<file path="config.mk">
export PLATFORM = sky130hd
export DESIGN_NAME = axi_lite_regbank_flat
export DESIGN_NICKNAME = d
export VERILOG_FILES = /design/src/rtl/axi_lite_regbank_if.sv /design/src/rtl/axi_lite_regbank.sv /design/src/flat_wrapper.sv
export SDC_FILE = /design/constraint.sdc
export NUM_CORES = 1
export LEC_CHECK = 0
export CAP_MARGIN = 20
export CORE_MARGIN = 4
export CORE_UTILIZATION = 49
export DETAILED_ROUTE_END_ITERATION = 12
export GPL_ROUTABILITY_DRIVEN = 0
export PLACE_DENSITY_LB_ADDON = 0.25
export SKIP_CTS_REPAIR_TIMING = 1
export SYNTH_ARGS = -nofsm -noshare
export SYNTH_HDL_FRONTEND = slang
export SYNTH_SLANG_ARGS = --single-unit
</file>
<file path="constraint.sdc">
create_clock -name S_AXI_ACLK -period 2.2 [get_ports S_AXI_ACLK]
set_input_delay 0.44 -clock S_AXI_ACLK [delete_from_list [all_inputs] [get_ports S_AXI_ACLK]]
set_output_delay 0.44 -clock S_AXI_ACLK [all_outputs]
set_load 0.01 [all_outputs]
</file>
<file path="src/rtl/axi_lite_regbank_if.sv">
// AXI4-Lite bus bundle for the register bank: slave side faces the bank,
// master side faces whatever drives the bus.
interface axi_lite_regbank_if #(
  parameter int ADDR_WIDTH = 8
) ();
  logic [ADDR_WIDTH-1:0] S_AXI_AWADDR;
  logic                  S_AXI_AWVALID;
  logic                  S_AXI_AWREADY;
  logic [31:0]           S_AXI_WDATA;
  logic [3:0]            S_AXI_WSTRB;
  logic                  S_AXI_WVALID;
  logic                  S_AXI_WREADY;
  logic [1:0]            S_AXI_BRESP;
  logic                  S_AXI_BVALID;
  logic                  S_AXI_BREADY;
  logic [ADDR_WIDTH-1:0] S_AXI_ARADDR;
  logic                  S_AXI_ARVALID;
  logic                  S_AXI_ARREADY;
  logic [31:0]           S_AXI_RDATA;
  logic [1:0]            S_AXI_RRESP;
  logic                  S_AXI_RVALID;
  logic                  S_AXI_RREADY;

  modport slave (
    input  S_AXI_AWADDR, S_AXI_AWVALID, S_AXI_WDATA, S_AXI_WSTRB, S_AXI_WVALID,
           S_AXI_BREADY, S_AXI_ARADDR, S_AXI_ARVALID, S_AXI_RREADY,
    output S_AXI_AWREADY, S_AXI_WREADY, S_AXI_BRESP, S_AXI_BVALID,
           S_AXI_ARREADY, S_AXI_RDATA, S_AXI_RRESP, S_AXI_RVALID
  );

  modport master (
    output S_AXI_AWADDR, S_AXI_AWVALID, S_AXI_WDATA, S_AXI_WSTRB, S_AXI_WVALID,
           S_AXI_BREADY, S_AXI_ARADDR, S_AXI_ARVALID, S_AXI_RREADY,
    input  S_AXI_AWREADY, S_AXI_WREADY, S_AXI_BRESP, S_AXI_BVALID,
           S_AXI_ARREADY, S_AXI_RDATA, S_AXI_RRESP, S_AXI_RVALID
  );
endinterface

</file>
<file path="src/rtl/axi_lite_regbank.sv">
// AXI4-Lite register bank: ID, W1C interrupt STATUS, ENABLE, PENDING and
// NUM_CTRL byte-laned control registers, with a registered interrupt output.
module axi_lite_regbank #(
  parameter int          ADDR_WIDTH = 8,
  parameter int          NUM_CTRL   = 4,
  parameter int          NUM_IRQ    = 8,
  parameter logic [31:0] ID_VALUE   = 32'h4C4C0001
) (
  input  logic                    S_AXI_ACLK,
  input  logic                    S_AXI_ARESETN,
  axi_lite_regbank_if.slave       s_axi,
  input  logic [NUM_IRQ-1:0]      irq_in,
  output logic [32*NUM_CTRL-1:0]  ctrl_out,
  output logic                    interrupt_request
);

  localparam logic [1:0] RESP_OKAY   = 2'b00;
  localparam logic [1:0] RESP_SLVERR = 2'b10;

  typedef enum logic {W_IDLE, W_RESP} w_state_t;
  typedef enum logic {R_IDLE, R_DATA} r_state_t;

  function automatic logic [31:0] strb_mask(input logic [3:0] strb);
    logic [31:0] m;
    for (int k = 0; k < 4; k++) m[8*k +: 8] = {8{strb[k]}};
    return m;
  endfunction

  function automatic logic [31:0] apply_strb(input logic [31:0] old_v,
                                             input logic [31:0] new_v,
                                             input logic [3:0]  strb);
    logic [31:0] m;
    m = strb_mask(strb);
    return (old_v & ~m) | (new_v & m);
  endfunction

  function automatic logic [31:0] irq_ext(input logic [NUM_IRQ-1:0] v);
    return 32'(v);
  endfunction

  w_state_t w_state;
  r_state_t r_state;

  logic        awready_q, wready_q, bvalid_q, arready_q, rvalid_q;
  logic [1:0]  bresp_q, rresp_q;
  logic [31:0] rdata_q;

  logic [NUM_IRQ-1:0] status_q, enable_q, irq_d;
  logic [31:0]        ctrl_q [NUM_CTRL];

  logic [31:0] w_idx, r_idx;
  logic        wr_fire, rd_fire;
  logic        w_is_ctrl, w_err, wr_status, wr_enable;
  logic [31:0] status_clr32, enable_wr32;
  logic [NUM_IRQ-1:0] status_nxt;
  logic [31:0] r_data;
  logic        r_err;
  logic        unused_bits;

  assign w_idx   = 32'(s_axi.S_AXI_AWADDR[ADDR_WIDTH-1:2]);
  assign r_idx   = 32'(s_axi.S_AXI_ARADDR[ADDR_WIDTH-1:2]);
  assign wr_fire = awready_q & s_axi.S_AXI_AWVALID & s_axi.S_AXI_WVALID;
  assign rd_fire = arready_q & s_axi.S_AXI_ARVALID;

  assign w_is_ctrl = (w_idx >= 32'd4) && (w_idx < 32'(4 + NUM_CTRL));
  assign w_err     = !((w_idx == 32'd1) || (w_idx == 32'd2) || w_is_ctrl);
  assign wr_status = wr_fire && (w_idx == 32'd1);
  assign wr_enable = wr_fire && (w_idx == 32'd2);

  // A new edge on irq_in is OR-ed in after the W1C clear so the set wins.
  assign status_clr32 = wr_status ? (s_axi.S_AXI_WDATA & strb_mask(s_axi.S_AXI_WSTRB)) : '0;
  assign status_nxt   = (status_q & ~status_clr32[NUM_IRQ-1:0]) | (irq_in & ~irq_d);
  assign enable_wr32  = apply_strb(irq_ext(enable_q), s_axi.S_AXI_WDATA, s_axi.S_AXI_WSTRB);

  assign unused_bits = ^{s_axi.S_AXI_AWADDR[1:0], s_axi.S_AXI_ARADDR[1:0],
                         status_clr32, enable_wr32};

  always_comb begin
    r_data = '0;
    r_err  = 1'b0;
    if (r_idx == 32'd0)      r_data = ID_VALUE;
    else if (r_idx == 32'd1) r_data = irq_ext(status_q);
    else if (r_idx == 32'd2) r_data = irq_ext(enable_q);
    else if (r_idx == 32'd3) r_data = irq_ext(status_q & enable_q);
    else begin
      r_err = 1'b1;
      for (int i = 0; i < NUM_CTRL; i++) begin
        if (r_idx == 32'(4 + i)) begin
          r_data = ctrl_q[i];
          r_err  = 1'b0;
        end
      end
    end
  end

  always_comb begin
    ctrl_out = '0;
    for (int i = 0; i < NUM_CTRL; i++) ctrl_out[32*i +: 32] = ctrl_q[i];
  end

  // Write channel: ready pulse once both halves are present, then hold B.
  always_ff @(posedge S_AXI_ACLK or negedge S_AXI_ARESETN) begin
    if (!S_AXI_ARESETN) begin
      w_state   <= W_IDLE;
      awready_q <= 1'b0;
      wready_q  <= 1'b0;
      bvalid_q  <= 1'b0;
      bresp_q   <= RESP_OKAY;
    end else begin
      case (w_state)
        W_IDLE: begin
          if (wr_fire) begin
            awready_q <= 1'b0;
            wready_q  <= 1'b0;
            bvalid_q  <= 1'b1;
            bresp_q   <= w_err ? RESP_SLVERR : RESP_OKAY;
            w_state   <= W_RESP;
          end else if (s_axi.S_AXI_AWVALID && s_axi.S_AXI_WVALID) begin
            awready_q <= 1'b1;
            wready_q  <= 1'b1;
          end else begin
            awready_q <= 1'b0;
            wready_q  <= 1'b0;
          end
        end
        W_RESP: begin
          if (s_axi.S_AXI_BREADY) begin
            bvalid_q <= 1'b0;
            w_state  <= W_IDLE;
          end
        end
        default: w_state <= W_IDLE;
      endcase
    end
  end

  // Read channel: data is captured on the ARREADY edge and held until RREADY.
  always_ff @(posedge S_AXI_ACLK or negedge S_AXI_ARESETN) begin
    if (!S_AXI_ARESETN) begin
      r_state   <= R_IDLE;
      arready_q <= 1'b0;
      rvalid_q  <= 1'b0;
      rdata_q   <= '0;
      rresp_q   <= RESP_OKAY;
    end else begin
      case (r_state)
        R_IDLE: begin
          if (rd_fire) begin
            arready_q <= 1'b0;
            rvalid_q  <= 1'b1;
            rdata_q   <= r_data;
            rresp_q   <= r_err ? RESP_SLVERR : RESP_OKAY;
            r_state   <= R_DATA;
          end else begin
            arready_q <= s_axi.S_AXI_ARVALID;
          end
        end
        R_DATA: begin
          if (s_axi.S_AXI_RREADY) begin
            rvalid_q <= 1'b0;
            r_state  <= R_IDLE;
          end
        end
        default: r_state <= R_IDLE;
      endcase
    end
  end

  always_ff @(posedge S_AXI_ACLK or negedge S_AXI_ARESETN) begin
    if (!S_AXI_ARESETN) begin
      irq_d             <= '0;
      status_q          <= '0;
      enable_q          <= '0;
      interrupt_request <= 1'b0;
      for (int i = 0; i < NUM_CTRL; i++) ctrl_q[i] <= '0;
    end else begin
      irq_d             <= irq_in;
      status_q          <= status_nxt;
      interrupt_request <= |(status_q & enable_q);
      if (wr_enable) enable_q <= enable_wr32[NUM_IRQ-1:0];
      for (int i = 0; i < NUM_CTRL; i++) begin
        if (wr_fire && (w_idx == 32'(4 + i)))
          ctrl_q[i] <= apply_strb(ctrl_q[i], s_axi.S_AXI_WDATA, s_axi.S_AXI_WSTRB);
      end
    end
  end

  assign s_axi.S_AXI_AWREADY = awready_q;
  assign s_axi.S_AXI_WREADY  = wready_q;
  assign s_axi.S_AXI_BVALID  = bvalid_q;
  assign s_axi.S_AXI_BRESP   = bresp_q;
  assign s_axi.S_AXI_ARREADY = arready_q;
  assign s_axi.S_AXI_RVALID  = rvalid_q;
  assign s_axi.S_AXI_RDATA   = rdata_q;
  assign s_axi.S_AXI_RRESP   = rresp_q;

endmodule

</file>
<file path="src/flat_wrapper.sv">
// flat-port wrapper written by rule: the top's interface ports become plain ports
module axi_lite_regbank_flat 
#(
  parameter int          ADDR_WIDTH = 8,
  parameter int          NUM_CTRL   = 4,
  parameter int          NUM_IRQ    = 8,
  parameter logic [31:0] ID_VALUE   = 32'h4C4C0001
)
  (S_AXI_ACLK, S_AXI_ARESETN, irq_in, ctrl_out, interrupt_request, s_axi_S_AXI_AWADDR, s_axi_S_AXI_AWVALID, s_axi_S_AXI_WDATA, s_axi_S_AXI_WSTRB, s_axi_S_AXI_WVALID, s_axi_S_AXI_BREADY, s_axi_S_AXI_ARADDR, s_axi_S_AXI_ARVALID, s_axi_S_AXI_RREADY, s_axi_S_AXI_AWREADY, s_axi_S_AXI_WREADY, s_axi_S_AXI_BRESP, s_axi_S_AXI_BVALID, s_axi_S_AXI_ARREADY, s_axi_S_AXI_RDATA, s_axi_S_AXI_RRESP, s_axi_S_AXI_RVALID);
  axi_lite_regbank_if #(.ADDR_WIDTH(ADDR_WIDTH)) s_axi_i ();
  input  logic S_AXI_ACLK;
  input  logic S_AXI_ARESETN;
  input  logic [NUM_IRQ-1:0] irq_in;
  output logic [32*NUM_CTRL-1:0] ctrl_out;
  output logic interrupt_request;
  input wire logic [$bits(s_axi_i.S_AXI_AWADDR)-1:0] s_axi_S_AXI_AWADDR;
  input wire logic [$bits(s_axi_i.S_AXI_AWVALID)-1:0] s_axi_S_AXI_AWVALID;
  input wire logic [$bits(s_axi_i.S_AXI_WDATA)-1:0] s_axi_S_AXI_WDATA;
  input wire logic [$bits(s_axi_i.S_AXI_WSTRB)-1:0] s_axi_S_AXI_WSTRB;
  input wire logic [$bits(s_axi_i.S_AXI_WVALID)-1:0] s_axi_S_AXI_WVALID;
  input wire logic [$bits(s_axi_i.S_AXI_BREADY)-1:0] s_axi_S_AXI_BREADY;
  input wire logic [$bits(s_axi_i.S_AXI_ARADDR)-1:0] s_axi_S_AXI_ARADDR;
  input wire logic [$bits(s_axi_i.S_AXI_ARVALID)-1:0] s_axi_S_AXI_ARVALID;
  input wire logic [$bits(s_axi_i.S_AXI_RREADY)-1:0] s_axi_S_AXI_RREADY;
  output wire logic [$bits(s_axi_i.S_AXI_AWREADY)-1:0] s_axi_S_AXI_AWREADY;
  output wire logic [$bits(s_axi_i.S_AXI_WREADY)-1:0] s_axi_S_AXI_WREADY;
  output wire logic [$bits(s_axi_i.S_AXI_BRESP)-1:0] s_axi_S_AXI_BRESP;
  output wire logic [$bits(s_axi_i.S_AXI_BVALID)-1:0] s_axi_S_AXI_BVALID;
  output wire logic [$bits(s_axi_i.S_AXI_ARREADY)-1:0] s_axi_S_AXI_ARREADY;
  output wire logic [$bits(s_axi_i.S_AXI_RDATA)-1:0] s_axi_S_AXI_RDATA;
  output wire logic [$bits(s_axi_i.S_AXI_RRESP)-1:0] s_axi_S_AXI_RRESP;
  output wire logic [$bits(s_axi_i.S_AXI_RVALID)-1:0] s_axi_S_AXI_RVALID;
  assign s_axi_i.S_AXI_AWADDR = s_axi_S_AXI_AWADDR;
  assign s_axi_i.S_AXI_AWVALID = s_axi_S_AXI_AWVALID;
  assign s_axi_i.S_AXI_WDATA = s_axi_S_AXI_WDATA;
  assign s_axi_i.S_AXI_WSTRB = s_axi_S_AXI_WSTRB;
  assign s_axi_i.S_AXI_WVALID = s_axi_S_AXI_WVALID;
  assign s_axi_i.S_AXI_BREADY = s_axi_S_AXI_BREADY;
  assign s_axi_i.S_AXI_ARADDR = s_axi_S_AXI_ARADDR;
  assign s_axi_i.S_AXI_ARVALID = s_axi_S_AXI_ARVALID;
  assign s_axi_i.S_AXI_RREADY = s_axi_S_AXI_RREADY;
  assign s_axi_S_AXI_AWREADY = s_axi_i.S_AXI_AWREADY;
  assign s_axi_S_AXI_WREADY = s_axi_i.S_AXI_WREADY;
  assign s_axi_S_AXI_BRESP = s_axi_i.S_AXI_BRESP;
  assign s_axi_S_AXI_BVALID = s_axi_i.S_AXI_BVALID;
  assign s_axi_S_AXI_ARREADY = s_axi_i.S_AXI_ARREADY;
  assign s_axi_S_AXI_RDATA = s_axi_i.S_AXI_RDATA;
  assign s_axi_S_AXI_RRESP = s_axi_i.S_AXI_RRESP;
  assign s_axi_S_AXI_RVALID = s_axi_i.S_AXI_RVALID;
  axi_lite_regbank #(.ADDR_WIDTH(ADDR_WIDTH), .NUM_CTRL(NUM_CTRL), .NUM_IRQ(NUM_IRQ), .ID_VALUE(ID_VALUE)) u_core (.S_AXI_ACLK(S_AXI_ACLK), .S_AXI_ARESETN(S_AXI_ARESETN), .s_axi(s_axi_i), .irq_in(irq_in), .ctrl_out(ctrl_out), .interrupt_request(interrupt_request));
endmodule
</file>
==> summary.txt <==
Run status
  • Outcome: finished with violations
  • Failing checks: hold timing

Timing
  • Final period util: 87.6%
  • Clk_skew: 10.5 ps
  • Relative slew slack: 60.9%
  • Tmin final: 1930 ps
  • Setup repair after global routing missed its margin: no
  • Worst Tran Pin Value: 587 ps
  • Final-report setup violation count: 0
  • Hold Slack: -20.5 ps
  • Slew Limit Fails: 0
  • Final hold vios: 15
  • Fmax: 519 MHz

Floorplan
  • Initial Utilization: 50.2%
  • Die Ht: 141 um
  • Std-Cell Rows: 48
  • Die area: 20,000 um^2
  • Core Area: 17,400 um^2
  • Die width: 141 um
  • I/O pin cnt: 237

Route
  • DRT Pass-1 Iters: 5
  • Final ANT Viol Nets: 0
  • DRC: 0
  • Routed length per instance: 21.7 um
  • Routed WL: 24.1 mm
  • Via count: 6,265
  • Via-per-instance ratio: 5.63
  • DR iter-0 viols: 276

Yosys
  • Ranking of synthesized cells by area: dfrtp_1, mux2_2, mux4_2
  • Top FF cell, synth: dfrtp_1
  • Main combinational cell family by area after synthesis: multiplexers
  • Cell with the most instances after synthesis: dfrtp_1
  • Post-synthesis cell type count: 48
  • Synthesized area: 8710 um^2
  • FFs w/ async S/R, synth: 100%
  • Synth warn: 0
  • Syn Area/Cell: 14.2 um^2
  • Post-synthesis compound-gate area fraction: 6.78%
  • Synth cell count leaders: dfrtp_1, mux2_2, nand2_1
  • EDFF count, synth: 0
  • Xor/xnor share of the synthesized area: 0.101%
  • Mapped Cells: 612
  • Multiplexer share of the synthesized area: 25.9%
  • Simple-gate share of the synthesized area: 8.60%
  • Sequential share of the synthesized area: 55.4%
  • Cell accounting for the most synthesized area: dfrtp_1
  • Yosys top cell area share: 55.4%
  • Post-Synth Adder-Cell Area: 0%
  • Synth Register Bits: 193

Power
  • Total Power: 8.20 mW
  • VDD IR max: 0.541 mV
  • PwrDens: 668 nW/um^2
  • LEAKAGE: 5.68 nW

Clock tree
  • Clock transition at path regs: 70 ps
  • CTS Buffer Depth: 2
  • CTS Sinks: 193
  • H-tree Lvls: 4
  • CTS buffer count: 17
  • Root Buffer: clkbuf_16
  • Clock Latency Late Sink: 420 ps
  • CTS tree: done

Placement
  • DPL Wire Length: 17.4 mm
  • Placed insts: 1,081
  • IO Port Bufs: 230
  • Placed Instance Area: 11,700 um^2

Setup path
  • CP endpoint kind: output pin
  • CP Class: reg2out
  • Worst EP arrival: 1490 ps
  • Worst Path Max Fanout: 6
  • CP Cell Sequence: clkdlybuf4s50_1
  • Setup crit start kind: register
  • Critical path's top delay family: buffers and inverters
  • Critical Path RT: 1760 ps
  • CP max-delay cell: clkdlybuf4s50_1
  • WP buf/inv: 1
  • Max stage delay on crit path: 600 ps

Run
  • Max-Cap Viols: 0

Cells and area
  • N_diodes: 0
  • Final #Nets: 942
  • Layout Utilization: 70.8%
  • Layout Cells excl Fill: 1,113
  • Share of cells above drive strength 1: 29.1%
  • Multi-input gate area in the final layout: 3620 um^2
  • P&R area growth vs syn: 41.0%
  • Final instance area: 12,300 um^2
  • Seq. cell area: 4830 um^2
  • Layout filler cell count: 1,192

Global route
  • First-pass GRT wire length: 38.1 mm
  • GRT overflow: 0
  • Largest net degree at the start of global routing: 65
  • Vias in the first global route: 6,881
  • Overall routing resource usage: 24.7%
  • Initial antenna violation count: 0

Worst hold path
  • HP Class: in2async
## stage by stage
stage | setup WS, ps | TNS, ps
after floorplan | 449 | 0
after global placement | -95.6 | -6760
after detailed placement | -127 | -8730
after CTS | 252 | 0
after global routing | 246 | 0
final | 274 | 0
## layer usage
metal / GRT usage [%] / wire length [um]
met1: 31.3 / 9660
met2: 41.4 / 12300
met3: 7.04 / 1720
met4: 7.34 / 439
met5: 0 / 0
## power by group
part	switching (mW)	leakage (nW)	total (mW)	internal, mW
Combinational	0.572	2.77	1.14	0.571
Clock	1.32	0.311	3.21	1.89
Sequential	0.128	2.60	3.85	3.72
## layout by cell type, fill, tap and decap left out, drive strengths merged, types with 2 or more instances in the layout
| master | n |
|---|---|
| inv | 14 |
| nand3b | 7 |
| a31oi | 7 |
| or3 | 2 |
| and3 | 2 |
| mux2 | 137 |
| clkdlybuf4s50 | 227 |
| nand2 | 39 |
| a22o | 27 |
| o31ai | 8 |
| a221oi | 8 |
| conb | 2 |
| nor3b | 2 |
| a21oi | 18 |
| clkinv | 7 |
| buf | 51 |
| mux2i | 8 |
| nand2b | 24 |
| o21ai | 10 |
| mux4 | 24 |
| dfrtp | 193 |
| nor2 | 22 |
| nand4 | 2 |
| bufinv | 3 |
| clkbuf | 21 |
| nand3 | 7 |
| nor3 | 3 |
## kinds of logic (layout without fill, tap and decap cells)
family	after synthesis	count (layout)
mux	169	169
flops	193	193
compound gates	83	83
other cells	1	2
simple gates	117	117
buf+inv	48	323
xor+xnor	1	1
## worst paths after layout
path                                             start  depth (start not counted)  slack (ps)                     endpoint
hold reg to reg            u_core.s_axi.S_AXI_RDATA[2]                          2         480  u_core.s_axi.S_AXI_RDATA[2]
setup reg to reg            u_core.s_axi.S_AXI_AWREADY                          5         380                     register
hold / removal                           S_AXI_ARESETN                          1         -20                    async pin
min in group S_AXI_ACLK    u_core.s_axi.S_AXI_RDATA[2]                          2         480  u_core.s_axi.S_AXI_RDATA[2]
max in group asynchronous                S_AXI_ARESETN                          2        1500                    async pin
setup / recovery            u_core.s_axi.S_AXI_AWREADY                          1         270          s_axi_S_AXI_AWREADY
## layout make-up
cell class,instances,share of cell area [%]
Clock buffer,20,3.80
Tap cell,225,2.29
Timing Repair Buffer,279,23.5
Multi-Input combinational cell,372,29.5
Inverter,12,0.367
Clock inverter,12,1.25
Sequential cell,193,39.3
(Power assumes the default switching activity.)
